`src/rtl/fetch_unit.sv`:
```
// Instruction fetch stage: owns the PC, addresses instruction memory and buffers
// fetched words in a small FIFO toward decode. Optional JAL prediction: FETCH_JAL_PREDICT_EN.
module fetch_unit #(
    parameter logic [31:0] RESET_PC = 32'h0000_0000,
    parameter int          QDEPTH   = 2
) (
    input  logic        clk,
    input  logic        rst,
    output logic [31:0] pc,
    input  logic [31:0] inst_in,
    input  logic        redirect_valid,
    input  logic [31:0] redirect_pc,
    output logic        out_valid,
    input  logic        out_ready,
    output logic [31:0] out_inst,
    output logic [31:0] out_pc,
    output logic        out_pred_taken
);
    localparam int          AW       = $clog2(QDEPTH);
    localparam logic [AW:0] CNT_FULL = (AW + 1)'(QDEPTH);
    localparam logic [31:0] NOP_INST = 32'h0000_0013;

    logic [31:0]   pc_r;
    logic [31:0]   q_pc_r   [QDEPTH];
    logic [31:0]   q_inst_r [QDEPTH];
    logic          q_pred_r [QDEPTH];
    logic [AW-1:0] rd_ptr_r;
    logic [AW-1:0] wr_ptr_r;
    logic [AW:0]   count_r;

    logic          has_head_s;
    logic          pop_s;
    logic          enq_s;
    logic          pred_s;
    logic [31:0]   next_pc_s;

    assign has_head_s = (count_r != {(AW + 1){1'b0}});
    assign pop_s      = has_head_s & out_ready;
    // A full FIFO still accepts a word when decode drains the head in the same cycle.
    assign enq_s      = ~redirect_valid & ((count_r != CNT_FULL) | pop_s);

`ifdef FETCH_JAL_PREDICT_EN
    function automatic logic [31:0] jal_offset(input logic [31:0] i);
        return {{11{i[31]}}, i[31], i[19:12], i[20], i[30:21], 1'b0};
    endfunction

    // Next fetch address: follow a JAL target immediately, otherwise fall through.
    always_comb begin
        pred_s    = 1'b0;
        next_pc_s = pc_r + 32'd4;
        if (inst_in[6:0] == 7'b1101111) begin
            pred_s    = 1'b1;
            next_pc_s = pc_r + jal_offset(inst_in);
        end else begin
            pred_s    = 1'b0;
            next_pc_s = pc_r + 32'd4;
        end
    end
`else
    assign pred_s    = 1'b0;
    assign next_pc_s = pc_r + 32'd4;
`endif

    // PC, pointers and occupancy; redirect flushes the queue and restarts fetch.
    always_ff @(posedge clk) begin
        if (rst) begin
            pc_r     <= RESET_PC;
            rd_ptr_r <= {AW{1'b0}};
            wr_ptr_r <= {AW{1'b0}};
            count_r  <= {(AW + 1){1'b0}};
        end else if (redirect_valid) begin
            pc_r     <= redirect_pc & 32'hFFFF_FFFC;
            rd_ptr_r <= {AW{1'b0}};
            wr_ptr_r <= {AW{1'b0}};
            count_r  <= {(AW + 1){1'b0}};
        end else begin
            if (enq_s) begin
                pc_r     <= next_pc_s;
                wr_ptr_r <= wr_ptr_r + {{(AW - 1){1'b0}}, 1'b1};
            end
            if (pop_s) begin
                rd_ptr_r <= rd_ptr_r + {{(AW - 1){1'b0}}, 1'b1};
            end
            count_r <= count_r + {{AW{1'b0}}, enq_s} - {{AW{1'b0}}, pop_s};
        end
    end

    // FIFO storage of {pc, instruction, predicted} per entry.
    always_ff @(posedge clk) begin
        if (rst) begin
            for (int k = 0; k < QDEPTH; k++) begin
                q_pc_r[k]   <= 32'h0000_0000;
                q_inst_r[k] <= NOP_INST;
                q_pred_r[k] <= 1'b0;
            end
        end else if (enq_s) begin
            q_pc_r[wr_ptr_r]   <= pc_r;
            q_inst_r[wr_ptr_r] <= inst_in;
            q_pred_r[wr_ptr_r] <= pred_s;
        end
    end

    // Head presentation; an empty queue shows a NOP at address zero.
    always_comb begin
        out_inst       = NOP_INST;
        out_pc         = 32'h0000_0000;
        out_pred_taken = 1'b0;
        if (has_head_s) begin
            out_inst       = q_inst_r[rd_ptr_r];
            out_pc         = q_pc_r[rd_ptr_r];
            out_pred_taken = q_pred_r[rd_ptr_r];
        end else begin
            out_inst       = NOP_INST;
            out_pc         = 32'h0000_0000;
            out_pred_taken = 1'b0;
        end
    end

    assign pc        = pc_r;
    assign out_valid = has_head_s;

endmodule

```
`config.mk`:
```
export PLATFORM = sky130hd
export DESIGN_NAME = fetch_unit
export DESIGN_NICKNAME = d
export VERILOG_FILES = /design/src/rtl/fetch_unit.sv
export SDC_FILE = /design/constraint.sdc
export NUM_CORES = 1
export LEC_CHECK = 0
export ABC_AREA = 1
export CELL_PAD_IN_SITES_DETAIL_PLACEMENT = 1
export CELL_PAD_IN_SITES_GLOBAL_PLACEMENT = 1
export CORE_ASPECT_RATIO = 1.2
export CORE_MARGIN = 2
export CORE_UTILIZATION = 34
export CTS_CLUSTER_DIAMETER = 120
export DETAILED_ROUTE_END_ITERATION = 6
export PLACE_DENSITY = 0.87
export SYNTH_ARGS = -nofsm -noshare
export SYNTH_HDL_FRONTEND = slang
export SYNTH_SLANG_ARGS = --single-unit
```
`constraint.sdc`:
```
create_clock -name clk -period 3.2 [get_ports clk]
set_input_delay 0.48 -clock clk [delete_from_list [all_inputs] [get_ports clk]]
set_output_delay 0.48 -clock clk [all_outputs]
set_load 0.1 [all_outputs]
```
==> results of run 1 <==
## routing by layer
metal	part of all wire	vias up	routed length, microns
met1	0.40	3244	9490
met5	0	-	0
met2	0.52	207	12500
met3	0.040	62	959
met4	0.043	0	1040
li1	-	3211	-
## metrics by stage
| stage | utilization | cell area, sq um | worst slack (ps) | hold WS (ps) | std cells |
|---|---|---|---|---|---|
| after floorplan | - | 7750 | 169 | 425 | 920 |
| after global placement | 0.451 | 10100 | 593 | 433 | 1326 |
| after detailed placement | 0.451 | 10100 | 518 | 437 | 1326 |
| after CTS | 0.480 | 10700 | 473 | 454 | 1358 |
| after global routing | 0.480 | 10700 | 354 | 483 | 1358 |
| final | 0.480 | 10700 | 520 | 462 | 1358 |
## state kept, by name, summed over array words and instances (netlist names), named ones only
name / cells
count_r: 2
pc: 30
q_inst_r: 64
q_pc_r: 60
rd_ptr_r: 1
wr_ptr_r: 1
## how the worst min path moves through the flow
stage            to  slack, ps  cells past startpoint  startpoint
2_1_floorplan  flop        430                      1    rd_ptr_r
3_3_place_gp   flop        430                      1    rd_ptr_r
3_5_place_dp   flop        440                      1    rd_ptr_r
4_1_cts        flop        450                      1    rd_ptr_r
5_1_grt        flop        480                      1    rd_ptr_r
6_report       flop        460                      1    rd_ptr_r
## layout make-up
cell class	count	area (sq um)	share of cell area
clock buffer	24	558	0.0520
timing repair buffer	173	2250	0.210
tap	279	349	0.0325
clock inverter	8	83.8	0.00781
inverter	102	383	0.0357
sequential	159	4430	0.412
multi-input combinational	613	2690	0.250
## cell usage in the layout, fill, tap and decap left out, types with 3 or more instances in the layout
cell type	instances
o21ai_1	16
a21oi_1	90
nand2_2	6
o21ai_0	14
clkbuf_16	22
ha_1	3
nand2_1	254
nor2_2	8
nor2_4	5
buf_12	63
inv_2	6
edfxtp_1	124
conb_1	5
clkdlybuf4s50_1	65
nand3_1	32
buf_4	45
dfxtp_1	34
a31oi_1	5
inv_1	96
xor2_1	9
nor2_1	157
## power groups by stage
stage	clock network (uW)	registers, uW	logic [uW]
after CTS	2190	2410	1060
after floorplan	0	2600	522
after detailed placement	0	2460	1050
after global routing	2270	2430	1110
final	2160	2410	1050
after global placement	0	2450	1030
## worst reg2reg max path: stages, from the launching register on
cell,delay (ps)
dfxtp_1,410
nor2_2,70
nand2_2,140
nand2_2,120
nor3_2,350
inv_2,80
nand2_2,220
buf_12,350
## logic make-up (layout without fill, tap and decap cells)
group                      after synthesis  after routing  synth area share
and+or+nand+nor                        469            469             0.244
adders and majority gates                3              3           0.00485
buffers and inverters                  148            307            0.0847
AOI/OAI and AO/OA                      126            126            0.0826
other                                    1              5          0.000485
xor gates and xnor gates                10             10            0.0113
DFF                                    159            159             0.572
==> impl_metrics.ini, run 1 <==
[cts]
cts.sinks = 159
postCtsHoldBufs = 0
cts_setup_buffers = 0
cts_tree = built
clk_latency_ps = 430
ctsResizeCount = 0
numCtsBuffers = 17
cts-root-buf = clkbuf_16
clkTransAtPathRegs_ps = 60
ctsLongestPathBuffers = 2
htreeDepth = 4

[critical_path]
crit_end = out_pc[8]
crit_buf_inv = 3
crit_cells = 5
crit_family = buffers and inverters
cp-end-kind = output port
criticalPathCategory = flop to output port
startpoint_type = flop
cp.required_ps = 2720
slowest_delay_ps = 410
r2r_end = q_inst_r[0][10]
cp_slowest_cell = inv_2
cp_max_fo = 29
r2r_cells = 7
crit_chain = inv_2, buf_4, nand2_1, a21oi_1, buf_12
cp.arrival_ps = 2200
crit-reg2reg-launch = count_r[0]
reg2reg_slack_ps = 1090

[synthesis]
synth_top_area_frac = 0.481
synthTopCellsByArea = edfxtp_1, nand2_1, dfxtp_1
ys_seq_area_frac = 0.572
synth-seq-cells = 159
yosys_warnings = 0
postSynth.asyncResetShare = 0
synth_cells = 916
yosysMostFrequentCell = nand2_1
synth_cell_type_count = 31
netlist_area_sq_um = 7740
syn_avg_cell_area_sq_um = 8.45
synth_edf_count = 124
synth-main-ff-cell = edfxtp_1
synth_common_cells = nand2_1, nor2_1, edfxtp_1, inv_1, a21oi_1
synth_largest_area_cell = edfxtp_1

[route]
drc = 0
via_per_inst = 4.95
drt-pass1-iter-count = 4
wirelength_microns = 23900
drt_iter0_markers = 435
ant_nets = 0
wl_per_cell_microns = 17.6
vias = 6724

[global_route]
antenna_found_initial = 0
grt_usage = 0.207
met1_usage = 0.241
use_met3 = 0.0296
grt_pass1_vias = 7320
grt.busiest_layer = met2
use_met2 = 0.367
grt_start_max_net_pins = 63
grt_pass1_wl_microns = 38400
gr-total-overflow = 0

[timing]
setup_tns_ps = 0
skew_ps = 10.6
finalMaxSlewViolations = 0
period_needed_ps = 2680
slew_headroom = 0.519
finalSetupViolCount = 0
hold_viol = 0
rsz0062_at_grt = no
worst_pin_slew_ps = 721
max_freq_mhz = 373
fin_crit_sh = 0.837

[die]
num_rows = 60
dieArea_sq_um = 24000
fp.dieH_microns = 169
initial_core_util = 0.346
io_pins = 166
core_area_sq_um = 22400
die_w_microns = 142

[power]
p_total_uw = 5620
ir_worst_vdd_mv = 0.364
combPwrFrac = 0.186
internal_power_uw = 3960
p_switching_uw = 1660
swShare = 0.296
power_density_nw_per_um2 = 524
p_seq_frac = 0.429
leakagePower_uw = 0.00420
clkPwrFrac = 0.384

[min_path]
hp-class = flop to flop

[finish]
drive_gt1_frac = 0.155
fill_cells = 2571
area_delta_synth_final_pct = 38.7
nets = 1137
num_antenna_cells = 0

[place]
dpl.hpwl_microns = 17000
globalplace.congestion = 0.868
port_buffers = 158

[job]
drv_cap = 0

[status]
status = complete, no violations
No activity file was read; power rests on OpenSTA's default activity.
==> run 2, diff against run 1 <==
==> constraint.sdc (replaced) <==
create_clock -name clk -period 2.4 [get_ports clk]
set_input_delay 0.36 -clock clk [delete_from_list [all_inputs] [get_ports clk]]
set_output_delay 0.36 -clock clk [all_outputs]
set_load 0.1 [all_outputs]
==> impl_metrics.ini, run 2 (synthesis results as in run 1) <==
[cts]
cts_tree = built
cts.sinks = 159
clkTransAtPathRegs_ps = 60
numCtsBuffers = 17
cts_setup_buffers = 0
clk_latency_ps = 430
cts-root-buf = clkbuf_16
htreeDepth = 4
ctsLongestPathBuffers = 2

[critical_path]
cp_slowest_cell = dfxtp_2
criticalPathCategory = flop to output port
r2r_cells = 7
slowest_delay_ps = 380
cp.arrival_ps = 1890
reg2reg_slack_ps = 480
crit-reg2reg-launch = count_r[0]
crit_buf_inv = 3
startpoint_type = flop
cp_max_fo = 33
crit_chain = inv_2, buf_4, nand2_1, a21oi_1, buf_12
crit_family = buffers and inverters
cp-end-kind = output port
r2r_end = count_r[1]
cp.required_ps = 2040

[die]
dieArea_sq_um = 24000
core_area_sq_um = 22400
io_pins = 166
fp.dieH_microns = 169
initial_core_util = 0.346
die_w_microns = 142
num_rows = 60

[power]
internal_power_uw = 5210
power_density_nw_per_um2 = 671
swShare = 0.295
p_total_uw = 7400
p_seq_frac = 0.435
leakagePower_uw = 0.00424
combPwrFrac = 0.198
ir_worst_vdd_mv = 0.530
p_switching_uw = 2190
clkPwrFrac = 0.367

[timing]
hold_viol = 0
setup_tns_ps = 0
skew_ps = 10.7
slew_headroom = 0.479
period_needed_ps = 2250
worst_pin_slew_ps = 780
max_freq_mhz = 445
rsz0062_at_grt = no
finalMaxSlewViolations = 0
timing.final.ws_setup_ps = 154
fin_crit_sh = 0.936
finalSetupViolCount = 0

[job]
drv_cap = 0

[finish]
final_cell_mix = nand2_1, nor2_1, edfxtp_1
top_register = q_inst_r
drive_gt1_frac = 0.215
area_delta_synth_final_pct = 42.6
num_antenna_cells = 0
largest_reg_flops = 64
final_util = 0.493
final_common_cell = nand2_1
final_cell_area_sq_um = 11000
nets = 1144

[route]
ant_nets = 0
drt-pass1-iter-count = 5
via_per_inst = 4.90
vias = 6689
wl_per_cell_microns = 17.4
wirelength_microns = 23800
drt_iter0_markers = 281
drc = 0

[min_path]
hp-start = rd_ptr_r
hp-class = flop to flop
min_path_cells = 1

[place]
dp_slack_ps = 146
globalplace.congestion = 0.855
placed_area_sq_um = 10400
port_buffers = 158
dpl.hpwl_microns = 17100

[global_route]
grt_pass1_vias = 6967
grt_pass1_wl_microns = 37700
antenna_found_initial = 0
gr-total-overflow = 0
grt_start_max_net_pins = 45
grt_usage = 0.205

[status]
status = complete, no violations
[run 2: changes by cell type in the layout (fill, tap and decap cells not counted), sizes merged]
cell | previous run | this run
clkinv | 3 | 2
inv | 105 | 102
buf | 108 | 115
clkbuf | 24 | 28
[run 2: layer usage]
layer,track usage,part of all wire,routed length (microns)
met4,0.0735,0.022,526
met5,0,0,0
met3,0.0293,0.035,839
met2,0.365,0.53,12700
met1,0.252,0.41,9750
[run 2: per-stage QoR]
step,hold slack (ps),std cells
3_3_place_gp,434,1333
2_1_floorplan,425,920
5_1_grt,491,1365
3_5_place_dp,453,1333
4_1_cts,463,1365
6_report,471,1365
[run 2: worst max path at each step]
| stage | startpoint | endpoint | slack [ps] | depth (start not counted) |
|---|---|---|---|---|
| finish | flop | out_pc[7] | 150 | 5 |
| global route | flop | out_pc[7] | 7 | 5 |
| CTS | count_r[0] | out_inst[24] | 70 | 4 |
| detailed placement | out_ready | pc[4] | 150 | 7 |
| global placement | out_ready | pc[4] | 150 | 7 |
| floorplan | flop | out_pc[6] | -350 | 4 |
[run 2: cell type report]
class	count	area, sq um
Fill cell	2514	11300
Inverter	102	387
Clock inverter	4	46.3
Sequential cell	159	4430
Multi-Input combinational cell	613	2920
Tap cell	279	349
Timing Repair Buffer	180	2360
Clock buffer	28	544
[run 2: repair_timing]
action                                  in CTS  in global routing
hold buffers                                 0                  0
endpoints found under the setup margin       0                 12
gates resized for setup                      0                  1
[run 2: power groups by stage]
stage	clock network [uW]	logic, uW	registers, uW
floorplan	0	741	3460
global placement	0	1440	3260
detailed placement	0	1470	3270
CTS	2750	1480	3220
global route	2850	1550	3230
finish	2720	1470	3220
[run 2: worst register-to-register path, cell delays in order, from the launching register on]
cell and delay (ps):
dfxtp_1 350, nor2_4 360, nor2_1 160, ha_1 310, inv_1 40, ha_1 180, or2_2 290, a21oi_1 150
==> RTL edit (flow settings as in run 1) <==
The option `FETCH_JAL_PREDICT_EN` is turned on by a define.
--- a/src/rtl/fetch_unit.sv
+++ b/src/rtl/fetch_unit.sv
@@ -2,2 +2,4 @@
 // fetched words in a small FIFO toward decode. Optional JAL prediction: FETCH_JAL_PREDICT_EN.
+`define FETCH_JAL_PREDICT_EN
+
 module fetch_unit #(
Formal check against the unedited RTL: not equivalent (a bounded check fails within 4 cycles, from zero or initial values and one cycle with rst high).
==> RTL edit against run 1 <==
- register-to-register slack got worse by 360 ps
- clock skew decreased by 0.84 ps
- final area up 28%
- area after synthesis grew 36%
- power rose by 7.3%
- routed wire length rose by 63%
- sequential cell count rose by 5
- worst setup slack better by 12 ps
- maximum frequency rose by 0.47%
- sequential power increased by 4%
- sequential share of layout area decreased by 8.1 points
- largest cell class is now multi-input gates
- largest power group unchanged
- highest routed layer unchanged
==> RTL edit: results (changes against run 1) <==
[critical_path]
critPathLaunchType = flop
slowest_stage = buf_4
r2r_cells = 12  ; +5
critPathMaxFanout = 64  ; +120%
r2r_slack_ps = 730  ; -360 ps
slowest_delay_ps = 600  ; +190 ps
r2r-end = pc[13]

[synthesis]
synthCells = 1482  ; +62%
synth_common_cells = 485 x nand2_1, 213 x inv_1, 197 x nor2_1
synth-edff-count = 128  ; +3.2%
synth_seq_area_share_pct = 43.3  ; -14 points
netlist_top_cells_area = edfxtp_1 36%, nand2_1 17%, inv_1 7.6%, nor2_1 7.0%, dfxtp_1 6.8%

[place]
dpl.hpwl_microns = 29900  ; +76%
place_ws_ps = 189  ; -330 ps
dp_cells = 2005  ; +51%
gp_routability_congestion = 0.936  ; +7.7%

[status]
outcome = finished, final reports clean

[pwr]
worst_ir_drop_vdd_uv = 231  ; -36%
power_switching_mw = 1.97  ; +18%
leakage_nw = 6.15  ; +46%

[route]
drtIter0Drc = 572  ; +31%
drt_wl_total_microns = 39100  ; +63%
routed-via-count = 10485  ; +56%

[layout]
nNetsFinal = 1730  ; +52%
fill_cells = 3753  ; +46%
drive_gt1_share_pct = 11.6  ; -3.9 points

[clock_tree]
clkSlewWorstSetupHoldPaths_ps = 70
cts.repair.resized = 0  ; unchanged

[worst_hold_path]
min_path_type = flop to flop
hp-start = rd_ptr_r

[global_route]
grt_max_degree = 65  ; +3.2%
grt_pass1_wl_microns = 60700  ; +58%
grt_use_total_pct = 24.5  ; +3.9 points
grt_pass1_vias = 11182  ; +53%

RTL edit: cell count changes after synthesis, sizes merged, moves of 11 or more:
cell | before | now
nor2 | 170 | 209
a21oi | 90 | 124
ha | 3 | 33
nand2 | 260 | 494
nor3 | 3 | 22
o21ai | 30 | 42
inv | 102 | 226
nand3 | 32 | 76
clkbuf | 23 | 34
RTL edit: layout make-up:
class	count	area [sq um]	share of cell area, %
Timing Repair Buffer	177	2350	17.1
Multi-Input combinational cell	1042	4910	35.7
Inverter	226	848	6.16
Tap cell	396	495	3.60
Sequential cell	164	4570	33.2
Clock inverter	12	154	1.12
Clock buffer	19	433	3.14
RTL edit: cell families after synthesis:
logic type               after synthesis  synth area share [%]
adder cells (fa/ha/maj)               34                  4.11
flip-flops                           164                  43.3
XOR/XNOR                              14                  1.16
other                                  1                0.0356
AND/OR/NAND/NOR                      809                  32.1
AO/OA/AOI/OAI                        183                  9.04
buffers and inverters                277                  10.2
RTL edit: layer usage:
layer	part of all wire [%]	up-vias	routed length [microns]	GRT usage [%]
li1	-	4967	-	-
met1	40	5119	15600	28.4
met2	52	309	20300	44.8
met3	4.1	90	1600	2.88
met4	4.1	0	1610	11.1
met5	0	-	0	0
RTL edit: stage by stage:
step,power [mW],cell area [sq um],util (%)
floorplan,3.44,10500,-
global placement,3.92,13200,43.2
detailed placement,3.98,13200,43.2
CTS,6.04,13800,45.2
global route,6.22,13800,45.2
finish,6.03,13800,45.2
RTL edit: how the worst max path moves through the flow:
stage	from	endpoint	slack, ps	cells past startpoint
final	flop	out_inst[13]	530	4
after global routing	flop	out_inst[13]	420	4
after CTS	flop	out_inst[13]	540	4
after detailed placement	inst_in[21]	pc[21]	190	15
after global placement	inst_in[21]	pc[21]	220	15
after floorplan	redirect_valid	q_inst_r[1][0]	20	7
RTL edit: power groups by stage:
stage               sequential [mW]  combinational, mW  clock (mW)
floorplan                      2.68              0.762           0
global placement               2.53               1.39           0
detailed placement             2.54               1.43           0
CTS                            2.50               1.44        2.10
global route                   2.51               1.54        2.17
finish                         2.50               1.44        2.10
RTL edit: worst max-delay path: cells and delay by family (launching register included):
family	cells	cell delay, ps
flops	1	340
buf+inv	2	840
simple gates	1	110
compound gates	1	430
